<file path="config.mk">
export PLATFORM = sky130hd
export DESIGN_NAME = uart_tx_fifo
export DESIGN_NICKNAME = d
export VERILOG_FILES = /design/src/rtl/uart_pkg.sv /design/src/rtl/fifo_ram.sv /design/src/rtl/uart_tx_fifo.sv
export SDC_FILE = /design/constraint.sdc
export NUM_CORES = 1
export LEC_CHECK = 0
export CAP_MARGIN = 20
export CORE_ASPECT_RATIO = 1.5
export CORE_UTILIZATION = 41
export CTS_CLUSTER_DIAMETER = 200
export CTS_CLUSTER_SIZE = 24
export DETAILED_ROUTE_END_ITERATION = 6
export PLACE_DENSITY_LB_ADDON = 0.2
export SLEW_MARGIN = 40
export SYNTH_ARGS = -nofsm -noshare
export SYNTH_HDL_FRONTEND = slang
export SYNTH_SLANG_ARGS = --single-unit
</file>
<file path="constraint.sdc">
create_clock -name clk -period 4.3 [get_ports clk]
set_input_delay 0.43 -clock clk [delete_from_list [all_inputs] [get_ports clk]]
set_output_delay 0.43 -clock clk [all_outputs]
set_load 0.02 [all_outputs]
</file>
<file path="src/rtl/uart_pkg.sv">
// Shared UART constants: ASCII control bytes, byte width and the tx issue FSM encoding.
package uart_pkg;

    localparam int         UART_DATA_W = 8;
    localparam logic [7:0] ASCII_LF    = 8'h0A;
    localparam logic [7:0] ASCII_CR    = 8'h0D;

    typedef enum logic [1:0] {
        ST_IDLE = 2'd0,
        ST_REQ  = 2'd1,
        ST_GAP  = 2'd2
    } tx_state_e;

endpackage

</file>
<file path="src/rtl/fifo_ram.sv">
// Simple dual-port storage: synchronous write, registered read (maps onto iCE40 SB_RAM40_4K).
module fifo_ram #(
    parameter int DEPTH_LOG2 = 4,
    parameter int DATA_W     = 8
) (
    input  logic                  clk,
    input  logic                  wr_en,
    input  logic [DEPTH_LOG2-1:0] wr_addr,
    input  logic [DATA_W-1:0]     wr_data,
    input  logic [DEPTH_LOG2-1:0] rd_addr,
    output logic [DATA_W-1:0]     rd_data
);

    logic [DATA_W-1:0] mem [0:(1 << DEPTH_LOG2) - 1];
    logic [DATA_W-1:0] rd_data_q;

    // No reset on the read register so the block stays mappable to BRAM.
    always_ff @(posedge clk) begin
        if (wr_en) begin
            mem[wr_addr] <= wr_data;
        end
        rd_data_q <= mem[rd_addr];
    end

    assign rd_data = rd_data_q;

endmodule

</file>
<file path="src/rtl/uart_tx_fifo.sv">
// Byte FIFO feeding uart_tx: pointers, level, sticky overflow and a paced IDLE/REQ/GAP issue FSM.
// Optional build macro UART_TX_FIFO_CRLF_EN expands each stored LF into CR,LF on the wire.
module uart_tx_fifo
    import uart_pkg::*;
#(
    parameter int DEPTH_LOG2 = 4,
    parameter int DATA_W     = UART_DATA_W,
    parameter int GAP_CYCLES = 1
) (
    input  logic                  clk,
    input  logic                  reset,
    input  logic                  wr_req,
    input  logic [DATA_W-1:0]     wr_data,
    output logic                  wr_ready,
    output logic [DEPTH_LOG2:0]   level,
    output logic                  overflow,
    output logic                  tx_req,
    output logic [DATA_W-1:0]     tx_data,
    input  logic                  tx_ready,
    output tx_state_e             state_dbg
);

    localparam int LVL_W = DEPTH_LOG2 + 1;
    localparam int DEPTH = 1 << DEPTH_LOG2;
    localparam int GAP_W = (GAP_CYCLES > 1) ? $clog2(GAP_CYCLES) : 1;

    // Handshakes: a byte is taken on any cycle with wr_req && wr_ready; wr_req without
    // wr_ready drops the byte and sets overflow. tx_req is a single-cycle pulse issued
    // only after tx_ready was seen high in IDLE; tx_ready is ignored outside IDLE.
    tx_state_e             state_q, state_d;
    logic [DEPTH_LOG2-1:0] wr_ptr_q, wr_ptr_d, rd_ptr_q, rd_ptr_d;
    logic [LVL_W-1:0]      level_q, level_d;
    logic                  overflow_q, overflow_d;
    logic [DATA_W-1:0]     tx_data_q, tx_data_d;
    logic [GAP_W-1:0]      gap_cnt_q, gap_cnt_d;
    logic [DATA_W-1:0]     head;
    logic [DATA_W-1:0]     send_byte;
    logic                  full, empty, push, pop;
`ifdef UART_TX_FIFO_CRLF_EN
    logic                  crlf_done_q, crlf_done_d;
`endif

    // Read address is the live head pointer, so the head is already on the RAM
    // output by the time the FSM reaches REQ.
    fifo_ram #(
        .DEPTH_LOG2(DEPTH_LOG2),
        .DATA_W    (DATA_W)
    ) u_ram (
        .clk    (clk),
        .wr_en  (push),
        .wr_addr(wr_ptr_q),
        .wr_data(wr_data),
        .rd_addr(rd_ptr_q),
        .rd_data(head)
    );

    always_comb begin
        full       = (level_q == LVL_W'(DEPTH));
        empty      = (level_q == '0);
        push       = wr_req && !full;
        pop        = 1'b0;
        send_byte  = head;
        state_d    = state_q;
        gap_cnt_d  = gap_cnt_q;
        tx_data_d  = tx_data_q;
`ifdef UART_TX_FIFO_CRLF_EN
        crlf_done_d = crlf_done_q;
`endif
        case (state_q)
            ST_IDLE: begin
                if (!empty && tx_ready) begin
                    state_d = ST_REQ;
                end
            end
            ST_REQ: begin
`ifdef UART_TX_FIFO_CRLF_EN
                // CR is injected in front of LF without consuming an entry.
                if (head == DATA_W'(ASCII_LF) && !crlf_done_q) begin
                    send_byte   = DATA_W'(ASCII_CR);
                    crlf_done_d = 1'b1;
                end else begin
                    pop         = 1'b1;
                    crlf_done_d = 1'b0;
                end
`else
                pop = 1'b1;
`endif
                tx_data_d = send_byte;
                gap_cnt_d = '0;
                state_d   = ST_GAP;
            end
            ST_GAP: begin
                if (gap_cnt_q == GAP_W'(GAP_CYCLES - 1)) begin
                    gap_cnt_d = '0;
                    state_d   = ST_IDLE;
                end else begin
                    gap_cnt_d = gap_cnt_q + GAP_W'(1);
                end
            end
            default: state_d = ST_IDLE;
        endcase

        wr_ptr_d   = push ? wr_ptr_q + DEPTH_LOG2'(1) : wr_ptr_q;
        rd_ptr_d   = pop  ? rd_ptr_q + DEPTH_LOG2'(1) : rd_ptr_q;
        overflow_d = overflow_q || (wr_req && full);
        case ({push, pop})
            2'b10:   level_d = level_q + LVL_W'(1);
            2'b01:   level_d = level_q - LVL_W'(1);
            default: level_d = level_q;
        endcase

        tx_req   = (state_q == ST_REQ);
        tx_data  = tx_req ? send_byte : tx_data_q;
        wr_ready = !full;
        level    = level_q;
        overflow = overflow_q;
        state_dbg = state_q;
    end

    always_ff @(posedge clk or posedge reset) begin
        if (reset) begin
            state_q    <= ST_IDLE;
            wr_ptr_q   <= '0;
            rd_ptr_q   <= '0;
            level_q    <= '0;
            overflow_q <= 1'b0;
            tx_data_q  <= '0;
            gap_cnt_q  <= '0;
        end else begin
            state_q    <= state_d;
            wr_ptr_q   <= wr_ptr_d;
            rd_ptr_q   <= rd_ptr_d;
            level_q    <= level_d;
            overflow_q <= overflow_d;
            tx_data_q  <= tx_data_d;
            gap_cnt_q  <= gap_cnt_d;
        end
    end

`ifdef UART_TX_FIFO_CRLF_EN
    always_ff @(posedge clk or posedge reset) begin
        if (reset) begin
            crlf_done_q <= 1'b0;
        end else begin
            crlf_done_q <= crlf_done_d;
        end
    end
`endif

endmodule

</file>
# Yosys cells after proc, flatten, opt, wreduce, memory -nomap -nowiden
# Memories as Yosys holds them, arrays and structs flattened. A register that Yosys moved wholly into a read port is not among the register bits.
# Index checks and enable logic that the tools add are counted.
# W data, S select, Z words.
[op_classes] reduce_logical=11 mux=10 n_eq_ne=7 n_addsub=5
[ops] op="$pmux W5 S2" count=1
[ops] op="$add A4 B1 Y4 const B" count=2
[ops] op="$mux W8" count=1
[ops] op="$pmux W2 S3" count=1
[ops] op="$add A5 B1 Y5 const B" count=1
[ops] op="$eq A5 B5 Y1 const B" count=1
[ops] op="$logic_not A5 Y1" count=1
[ops] op="$sub A5 B1 Y5 const B" count=1
[ops] op="$eq A2 B1 Y1 const B" count=2
[ops] op="$eq A2 B2 Y1 const B" count=2
[ops] op="$mux W1" count=4
[ops] op="$mux W2" count=2
[ops] op="$ne A2 B2 Y1 const B" count=2
[ops] op="$reduce_bool A2 Y1" count=2
[ops] op="$logic_and A1 B1 Y1" count=3
[ops] op="$logic_not A1 Y1" count=2
[ops] op="$logic_not A2 Y1" count=1
[ops] op="$pmux W1 S2" count=1
[ops] op="$reduce_and A2 Y1" count=1
[ops] op="$add A1 B1 Y1 const B" count=1
[ops] op="$logic_or A1 B1 Y1" count=1
[totals] ff_bits=25 mem_count=1 mem_bits_rw=128 output_inout_bits=18
[memory_table] memory="u_ram.mem" words=16 word_bits=8 read_ports=1 rd_ports_with_merged_regs=1 write_ports=1 line_no="fifo_ram.sv:14" rtl="logic [DATA_W-1:0] mem [0:(1 << DEPTH_LOG2) - 1];"

# Depth between registers and ports, before layout
[logic_depth] word_depth=5 ltp_mapped=12

# Modules after synthesis
# Synthesis repeated with hierarchy kept, for this count alone.
[unflattened] cells_unflattened=325 hier_area_um2=6329.8
[modules_own_cells] mod="fifo_ram" area_each_um2=5147.4 n_inst=1 cells_each=229
[modules_own_cells] mod="uart_tx_fifo" area_each_um2=1182.4 n_inst=1 cells_each=96

# Worst setup path after synthesis
# Ideal clock, no wire load.
[synth_path] path_type="register -> register" from="reg level_q[2] (netlist: level[2])" to="reg level_q[4] (netlist: level[4])" path_stages_with_launch=13 path_slack_ps=1855 t_arrival_ps=2311 required_time_ps=4166 synth_period_minus_slack_ps=2445 path_cell_list="dfrtp_1 -> buf_2 -> nor2_1 -> a31oi_4 -> inv_1 -> ha_1 -> clkbuf_1 -> xor2_1 -> ha_1 -> a21oi_1 -> nor4b_1 -> a21oi_1 -> xnor2_1"
[synth_via] elab_chain_len=5 elab_cells_between_ends=9
[synth_rtl] item="from (decl)" line_no="uart_tx_fifo.sv:32" rtl="logic [LVL_W-1:0] level_q, level_d;"
[synth_rtl] item="from (signal assigned)" line_no="uart_tx_fifo.sv:133" rtl="level_q <= level_d;"
[synth_rtl] item="$eq A5 B5 Y1" line_no="uart_tx_fifo.sv:58" rtl="full = (level_q == LVL_W'(DEPTH));"
[synth_rtl] item="$logic_not A1 Y1" line_no="uart_tx_fifo.sv:60" rtl="push = wr_req && !full;"
[synth_rtl] item="$logic_and A1 B1 Y1" line_no="uart_tx_fifo.sv:60"
[synth_rtl] item="$eq A2 B1 Y1 or $eq A2 B2 Y1 (tied branches)" line_no="uart_tx_fifo.sv:106" rtl="case ({push, pop})"
[synth_rtl] item="$pmux W5 S2 or $reduce_bool A2 Y1 (tied branches)"
# Parallel ways exist; a longest one is shown, timed or not.
# A chain may end at the register's enable or synchronous reset.

# Worst setup path after layout
[layout_path] from="reg state_q[1] (netlist: state_dbg[1])" to="out tx_data[3]"
[layout_via] elab_chain_len=2
[layout_rtl] item="from (decl)" line_no="uart_tx_fifo.sv:30" rtl="tx_state_e state_q, state_d;"
[layout_rtl] item="from (signal assigned)" line_no="uart_tx_fifo.sv:130" rtl="state_q <= state_d;"
[layout_rtl] item="$eq A2 B1 Y1" line_no="uart_tx_fifo.sv:112" rtl="tx_req = (state_q == ST_REQ);"
[layout_rtl] item="$mux W8"
[layout_rtl] item="to (decl)" line_no="uart_tx_fifo.sv:18" rtl="output logic [DATA_W-1:0] tx_data,"
# No other way between the ends.

==> flow_summary.ini <==
[critical_path]
crit_path_start_kind = register
path_buf_inv = 2
rrSetupSlack_ns = 1.84
cp_max_fo = 12
cp_cell_sequence = nor2b_1 > buf_4 > mux2_2 > clkdlybuf4s50_1
cp.required_ns = 3.87
arrival_ns = 2.35
crit_family = buffers and inverters
r2r-end = level[4]$_DFFE_PP0P_
reg2reg_from = level[2]$_DFFE_PP0P_
max_stage_delay_ns = 0.54
cp-end-kind = output port
worstSetupPathType = register to output port
cp.depth = 4
r2r_cells = 10
crit_slowest_cell = clkdlybuf4s50_1

[cells_and_area]
antennaDiodeCount = 0
n_fill_cell = 1219
syn_to_final_growth_pct = 17.07
fin_area_sq_um = 7381
drive_above_1_share_pct = 19.14
final_nets = 378

[drt]
drcViolationCount = 0
avgViaCountPerCell = 5.211
drt-pass1-iter-count = 4
wl_per_cell_microns = 20.99
drt_wl_total_mm = 11.97
drt_iter0_markers = 160
ant_nets = 0
via_count = 2970

[die]
fp.dieW_microns = 103.3
start_util_pct = 41.83
die_area_sq_um = 15890
core-area_sq_um = 15070
io_pins = 30
dieHeight_microns = 153.9
num_rows = 55

[power]
power_per_cell_area_nw_per_um2 = 693.0
switching_share_pct = 30.16
p_switching_uw = 1543
pwr-share-clk_pct = 29.3
max-vdd-ir-drop_mv = 0.3181
power.share.combinational_pct = 26.7
seqPwrFrac_pct = 44.0
power.total_uw = 5115
internal_power_uw = 3573
leakagePower_uw = 0.002516

[cts]
clk_pin_slew_worst_paths_ns = 0.06
numCtsBuffers = 17
cts_hold_buffers = 0
cts_resized = 0
cts-root-buf = clkbuf_16
htreeDepth = 4
clk_latency_ns = 0.41
post_cts_buffers = 0
cts_tree = yes
cts_sinks = 160
clock_path_buffers = 2

[yosys]
synth_seq_cells = 160
synth_cells = 324
ys_seq_area_share_pct = 73.03
avgSynthCellArea_sq_um = 19.46
syn_area_sq_um = 6305
synth_nets = 344
yosysUniqueCellTypes = 37
ys_warn_count = 0

[place]
placed_area_sq_um = 6763
hpwlAfterDp_mm = 7.828
gp_congestion = 0.7698
io_buffers = 29

[timing]
hold_viol = 0
setup_tns_ns = 0
min_period_ns = 2.775
fmax_ghz = 0.3603
tightest_slew_ns = 0.8290
setup_viol = 0
slew_headroom_pct = 44.53
min_period_over_period_pct = 64.55
slew_violations = 0
rsz0062_at_grt = false
fin_skew_ns = 0.008251

[global_route]
grt_overflow_total = 0
grt_first_pass_wirelength_mm = 18.62
grt_pass1_vias = 3150
antenna_found_initial = 0
grt_start_max_net_pins = 36
grt.total_usage_pct = 16.85

[min_path]
hold_path_class = primary input to asynchronous set/reset pin

[job]
maxCapViolations = 0

[status]
outcome = finished, final reports clean
[placed cells by master (no fill, tap or decap), types with 2 or more instances in the layout]
cell / netlist / routed
a21oi_1: 4 / 4
a22oi_1: 16 / 16
buf_4: 1 / 2
clkbuf_1: 2 / 7
clkbuf_16: 0 / 22
clkdlybuf4s50_1: 0 / 29
clkinv_2: 0 / 2
dfrtp_1: 24 / 22
dfxtp_1: 8 / 8
edfxtp_1: 128 / 128
ha_1: 8 / 8
inv_1: 5 / 4
mux2_2: 10 / 10
mux4_1: 16 / 16
mux4_2: 16 / 16
nand2_1: 15 / 15
nand2b_1: 3 / 3
nand3_1: 2 / 2
nand3b_1: 2 / 2
nand4_1: 2 / 2
nor2_1: 17 / 8
nor2_2: 0 / 9
nor2b_1: 3 / 3
nor3_2: 0 / 4
nor4b_1: 2 / 2
o21ai_0: 3 / 3
xnor2_1: 7 / 7
xor2_1: 5 / 5
[synthesized netlist by cell type (all sizes together)]
library cell | count | area share [%]
edfxtp | 128 | 61
mux4 | 32 | 12
dfrtp | 24 | 9.5
nor2 | 17 | 1.0
a22oi | 16 | 1.9
nand2 | 15 | 0.89
buf | 11 | 1.4
mux2 | 10 | 1.8
dfxtp | 8 | 2.5
ha | 8 | 1.6
xnor2 | 7 | 0.97
inv | 5 | 0.30
xor2 | 5 | 0.69
a21oi | 4 | 0.32
nor3 | 4 | 0.32
clkdlybuf4s25 | 3 | 0.48
nand2b | 3 | 0.30
nor2b | 3 | 0.30
o21ai | 3 | 0.24
a31oi | 2 | 0.44
clkbuf | 2 | 0.12
nand3 | 2 | 0.16
nand3b | 2 | 0.24
nand4 | 2 | 0.20
nor4b | 2 | 0.28
a21o | 1 | 0.12
and2 | 1 | 0.099
and2b | 1 | 0.12
nor4 | 1 | 0.099
o21bai | 1 | 0.12
or2 | 1 | 0.099
[registers in the layout, indices dropped and copies added, names as in the netlist]
signal and count:
u_ram.rd_data 8, level 5, tx_data_q 8, u_ram.mem 128
state_dbg 2, wr_ptr_q 4, rd_ptr_q 4, overflow 1
[through the flow]
step	setup slack [ns]	instances	util [%]	hold WS [ns]
CTS	1.481	570	48.86	0.3741
floorplan	1.855	324	-	0.4446
finish	1.525	570	48.97	0.3679
detailed placement	1.565	538	44.87	0.4623
global placement	1.626	538	44.69	0.4607
global route	1.405	570	48.97	0.4131
[kinds of logic after synthesis]
| kind of cell | Yosys count | share of synthesized area, % |
|---|---|---|
| AO/OA/AOI/OAI | 27 | 3.136 |
| XOR/XNOR | 12 | 1.667 |
| adder cells (fa/ha/maj) | 8 | 1.588 |
| buffers and inverters | 21 | 2.302 |
| flip-flops | 160 | 73.03 |
| multiplexers | 42 | 14.17 |
| AND/OR/NAND/NOR | 54 | 4.108 |
[cell type report]
class                           count  area [sq um]  share of cell area [%]
Multi-Input combinational cell    143          1598                   21.65
Clock inverter                      2         10.01                  0.1356
Sequential cell                   160          4609                   62.45
Clock buffer                       30         590.6                   8.001
Timing Repair Buffer               31         305.3                   4.136
Tap cell                          199         249.0                   3.373
Inverter                            5         18.77                  0.2543
[routing by layer]
metal	global-route usage, %	share of wire (%)	up-vias
met2	28.79	55	53
met1	20.62	41	1552
met3	4.364	2.4	12
met5	0	0	-
met4	5.298	1.5	0
li1	-	-	1353
[power by group through the flow]
| stage | clock network, uW | registers (uW) | logic, uW |
|---|---|---|---|
| 4_1_cts | 1520 | 2250 | 1380 |
| 6_report | 1500 | 2250 | 1370 |
| 2_1_floorplan | 0 | 2120 | 1080 |
| 5_1_grt | 1590 | 2300 | 1490 |
| 3_5_place_dp | 0 | 2280 | 1370 |
| 3_3_place_gp | 0 | 2270 | 1350 |
[worst max-delay path by stage]
stage	from	end	slack, ns
2_1_floorplan	level[2]$_DFFE_PP0P_	level[4]$_DFFE_PP0P_	1.85
4_1_cts	state_dbg[0]$_DFFE_PP0P_	tx_data[4]	1.48
6_report	state_dbg[1]$_DFFE_PP0P_	tx_data[3]	1.52
5_1_grt	state_dbg[1]$_DFFE_PP0P_	tx_data[3]	1.40
3_5_place_dp	wr_req	level[4]$_DFFE_PP0P_	1.57
3_3_place_gp	wr_req	u_ram.mem[3][6]$_DFFE_PP_	1.63
(Power assumes the default switching activity.)
==> patch 1: new RTL, same settings <==
Set the package constant `UART_DATA_W` to 12 (it was 8).
--- a/src/rtl/uart_pkg.sv
+++ b/src/rtl/uart_pkg.sv
@@ -1,7 +1,7 @@
 // Shared UART constants: ASCII control bytes, byte width and the tx issue FSM encoding.
 package uart_pkg;
 
-    localparam int         UART_DATA_W = 8;
+    localparam int         UART_DATA_W = 12;
     localparam logic [7:0] ASCII_LF    = 8'h0A;
     localparam logic [7:0] ASCII_CR    = 8'h0D;
 
Ports: changed (resized tx_data and wr_data); port bits go from 30 to 38. No check against the original RTL was run, so the function may have changed too.
==> patch 1 against the unedited design <==
- final cell count rose by 31%
- critical path type unchanged
- largest power group unchanged
- setup slack got worse by 42 ps
- sequential cell count rose by 72
- largest cell class unchanged
- highest routed layer unchanged
- wire length rose by 42%
- total power rose by 24%
- die area rose by 41%
- cell area rose by 36%
- area after synthesis rose by 42%
==> patch 1: results (changes against the unedited design) <==
| Metric | Value |
|---|---|
| Status | `completed` |
| Top cells by area, synth | `edfxtp_1, mux4_2, dfrtp_1` |
| CTS buffer count | `13 (-4)` |
| Critical Path Fanout Max | `19 (+7)` |
| Yosys warnings | `0 (unchanged)` |
| Invs w/o clock | `10 (+5)` |
| Syn avg cell area | `20.6 µm² (+6.0%)` |
| IO Port Bufs | `37 (+28%)` |
| Detailed Place HPWL | `11,000 µm (+40%)` |
| First-pass GRT wire length | `25,900 µm (+39%)` |
| GRT Total Usage | `16.0% (-0.90 points)` |
| Routability cong. | `0.770 (about the same)` |
| Clkbuf count | `20 (-33%)` |
| H-tree levels | `1 (-3)` |
| Clock tree buffer depth | `3 (+1)` |
| Worst slack after detailed placement | `1570 ps (-0.0300 ps)` |
| # fillers | `1,732 (+42%)` |
| Synth cell count leaders | `edfxtp_1, mux4_2, dfrtp_1, a22oi_1, nand2_1` |
| Nets@finish | `496 (+31%)` |
| Maximum VDD drop | `0.217 mV (-32%)` |
| Signal buffers | `45 (+45%)` |
| Slew @ Worst Pin | `801 ps (-28.1 ps)` |
| Number of synthesized flops with an enable pin | `192 (+50%)` |
| Mapped Nets | `457 (+33%)` |
| Vias in the first global route | `4,339 (+38%)` |
| Clk tree area frac | `3.69% (-4.4 points)` |
| Async SR Flop Fraction | `12.1% (-2.9 points)` |
| Register area share after synthesis | `75.1% (+2.1 points)` |
| Register Area | `6710 µm² (+46%)` |
| Number of library cell types mapped by synthesis | `33 (-11%)` |
| Multi-input gates | `170 (+19%)` |
| NonClk Buf Share | `4.43% (+0.29 points)` |
| Multi-input gate share of total cell area | `21.1% (-0.54 points)` |
| Clock slew at reported path FFs | `100 ps (+40 ps)` |
| Placed Cells | `725 (+35%)` |
| Initial DRC Count | `321 (+100%)` |
| Fraction of layout cells with a size suffix above 1 | `18.8% (-0.35 points)` |
| Drt pass-1 iters | `4 (unchanged)` |
| Skew final | `23.2 ps (+15.0 ps)` |
| P_leak | `3.31 nW (+31%)` |
| Largest net degree at the start of global routing | `33 (-8.3%)` |
| DR vias | `4,147 (+40%)` |
| Delay-heaviest family, CP | `buffers and inverters` |
| WL final | `17,000 µm (+42%)` |
| Max reg flops | `192 (+50%)` |
| Clock latency on the worst-skew pair | `480 ps (+70 ps)` |
| Seq_cells | `232 (+45%)` |
patch 1: cell types whose count changed in the layout (fill, tap and decap cells not counted), sizes merged, moves of 4 or more:
cell           delta
edfxtp           +64
mux4             +16
clkbuf           -10
nor2             -10
a22oi             +8
and2              +8
clkdlybuf4s50     +8
inv               +7
buf               +6
dfrtp             +4
dfxtp             +4
mux2              +4
nor3              -4
nor4              +4
patch 1: final timing paths:
path / start / to / slack [ps] / depth (start not counted)
worst min register to register: overflow / overflow / 480 / 1
worst min-delay path: reset / tx_data_q[0] / 340 / 2
max in group asynchronous: reset / rd_ptr_q[0] / 3520 / 2
worst max-delay path: state_dbg[1] / tx_data[9] / 1480 / 3
worst max register to register: level[1] / level[4] / 1560 / 10
min in group clk: overflow / overflow / 480 / 1
patch 1: cells by family (layout without fill, tap and decap cells):
kind of cell	count (synthesis)	count (layout)	synth area share, %
AO/OA/AOI/OAI	36	36	2.96
XOR/XNOR	13	13	1.28
adder cells (fa/ha/maj)	8	8	1.12
buffers and inverters	31	77	1.79
flip-flops	232	232	75.1
multiplexers	62	62	14.5
AND/OR/NAND/NOR	51	51	3.28
patch 1: metrics by stage:
step	instance area (µm²)	hold WS [ps]	power [W]	utilization [%]
floorplan	8930	493	0.00445	-
global placement	9610	460	0.00511	45.3
detailed placement	9630	468	0.00516	45.4
CTS	10000	356	0.00641	47.1
global route	10000	405	0.00665	47.1
finish	10000	343	0.00633	47.1
patch 1: layer usage:
layer / up-vias / global-route usage [%] / share of wire [%]
met5: - / 0 / 0
met4: 0 / 5.46 / 2.4
met3: 30 / 1.83 / 3.5
met2: 104 / 29.3 / 55
met1: 2202 / 19.1 / 40
li1: 1811 / - / -
patch 1: report_power, final:
part	internal [W]	switching, W
combinational	0.000958	0.000991
sequential	0.00281	0.000313
clock	0.000579	0.000674
==> patch 2: new RTL, config.mk and constraints unchanged <==
Made on the original files. `tx_data_q` no longer has a reset.
--- a/src/rtl/uart_tx_fifo.sv
+++ b/src/rtl/uart_tx_fifo.sv
@@ -124,7 +124,6 @@
             rd_ptr_q   <= '0;
             level_q    <= '0;
             overflow_q <= 1'b0;
-            tx_data_q  <= '0;
             gap_cnt_q  <= '0;
         end else begin
             state_q    <= state_d;
@@ -132,9 +131,12 @@
             rd_ptr_q   <= rd_ptr_d;
             level_q    <= level_d;
             overflow_q <= overflow_d;
-            tx_data_q  <= tx_data_d;
             gap_cnt_q  <= gap_cnt_d;
         end
+    end
+
+    always_ff @(posedge clk) begin
+        tx_data_q <= tx_data_d;
     end
 
 `ifdef UART_TX_FIFO_CRLF_EN
Function: differs if reset is asserted again (counterexample within 4 cycles, from zero or initial values and one cycle with reset high); with reset held inactive, the same outputs for 10 cycles.
==> patch 2 against the unedited design <==
- critical path depth unchanged
- final cell count is 0.53% lower
- cell area down 0.54%
- area after synthesis fell by 0.87%
- sequential cell count unchanged
- total power about the same
- setup slack worse by 130 ps
- wire length fell by 6.3%
- critical path type unchanged
==> patch 2: results (changes against the unedited design) <==
| Metric | Value |
|---|---|
| Clock slew at reported path FFs | `60 ps (about the same)` |
| Worst slack after detailed placement | `1580 ps (+13.5 ps)` |
| P_leak | `2.48 nW (-1.6%)` |
| Skew final | `11.6 ps (+3.32 ps)` |
| First-pass GRT wire length | `17,800 µm (-4.6%)` |
| Hold crit path type | `primary input to asynchronous set/reset pin` |
| Initial DRC Count | `97 (-39%)` |
| CTS buffer count | `17 (unchanged)` |
| Most flop-heavy register | `u_ram.mem` |
| WL final | `11,200 µm (-6.3%)` |
| # resized after CTS | `0 (unchanged)` |
| Vias/cell | `5.19 (-0.45%)` |
| GRT Total Usage | `16.0% (-0.83 points)` |
| Mapped Cells | `324 (unchanged)` |
| Routability cong. | `0.723 (-6.1%)` |
| Critical path arrival | `2470 ps (+120 ps)` |
| Slew margin rel. | `44.2% (-0.35 points)` |
| Clock tree buffer depth | `2 (unchanged)` |
| Cell count of the worst reg-to-reg path | `10 (unchanged)` |
| Fraction of layout cells with a size suffix above 1 | `21.8% (+2.7 points)` |
| Maximum VDD drop | `0.372 mV (+17%)` |
| Hold_ws | `395 ps (+27.4 ps)` |
| Mapped Nets | `344 (unchanged)` |
| RR Endpoint | `level[4]` |
| Clock latency on the worst-skew pair | `around 420 ps` |
| Critical Path Fanout Max | `11 (-1)` |
| Register area share after synthesis | `73.0% (about the same)` |
| DP Area | `6730 µm² (-0.56%)` |
| IO Port Bufs | `29 (unchanged)` |
| Root Buffer | `clkbuf_16` |
| Status | `completed` |
| Async SR Flop Fraction | `10.0% (-5.0 points)` |
| Drt pass-1 iters | `4 (unchanged)` |
| Placed Cells | `535 (-0.56%)` |
| DR vias | `2,941 (-0.98%)` |
| Number of synthesized flops with an enable pin | `128 (unchanged)` |
| Number of library cell types mapped by synthesis | `37 (unchanged)` |
| Max reg flops | `128 (unchanged)` |
| Detailed Place HPWL | `7530 µm (-3.8%)` |
| Vias in the first global route | `3,219 (+2.2%)` |
| Worst setup SP type | `register` |
| Top cells by area, synth | `edfxtp_1, mux4_2, dfrtp_1` |
| N_diodes | `0 (unchanged)` |
| Synth cell count leaders | `edfxtp_1, mux4_2, nor2_1` |
| Register-to-Register Setup Slack | `1810 ps (-30 ps)` |
[patch 2: worst max-delay path, stage by stage (launching register included)]
cell             delay, ps
dfrtp_1                410
nor2b_1                440
buf_4                  300
mux2_2                 360
clkdlybuf4s50_1        540
[patch 2: layout make-up]
type / count / area (µm²)
Clock buffer: 17 / 425
Sequential cell: 160 / 4570
Clock inverter: 15 / 183
Tap cell: 196 / 245
Inverter: 5 / 18.8
Fill cell: 1275 / 7390
Timing Repair Buffer: 31 / 305
Multi-Input combinational cell: 143 / 1590
[patch 2: report_power, final]
group / internal [W] / total (W) / switching [W]
Combinational: 0.000688 / 0.00133 / 0.000643
Sequential: 0.00196 / 0.00225 / 0.000290
Clock: 0.000921 / 0.00154 / 0.000615
Total: 0.00357 / 0.00512 / 0.00155
[patch 2: cells by family after synthesis]
group / count (synthesis) / synth area share [%]
flops: 160 / 73.0
simple gates: 54 / 4.14
mux: 42 / 14.1
compound gates: 27 / 3.16
buf+inv: 21 / 2.26
xor+xnor: 12 / 1.68
fa+ha+maj: 8 / 1.60
[patch 2: worst max path at each step]
stage | startpoint | slack, ps | cells past startpoint | to
6_report | state_dbg[1] | 1400 | 4 | tx_data[2]
5_1_grt | state_dbg[1] | 1280 | 4 | tx_data[3]
4_1_cts | state_dbg[1] | 1270 | 4 | tx_data[2]
3_5_place_dp | wr_req | 1580 | 11 | level[4]
3_3_place_gp | wr_req | 1550 | 5 | u_ram.mem[2][3]
2_1_floorplan | level[2] | 1850 | 12 | level[4]
[patch 2: per-layer routing]
| layer | vias to the layer above | share of wire (%) | GRT usage (%) |
|---|---|---|---|
| met4 | 0 | 1.9 | 7.24 |
| met2 | 53 | 56 | 28.1 |
| met3 | 16 | 2.5 | 3.75 |
| met5 | - | 0 | 0 |
| met1 | 1517 | 40 | 18.2 |
| li1 | 1355 | - | - |
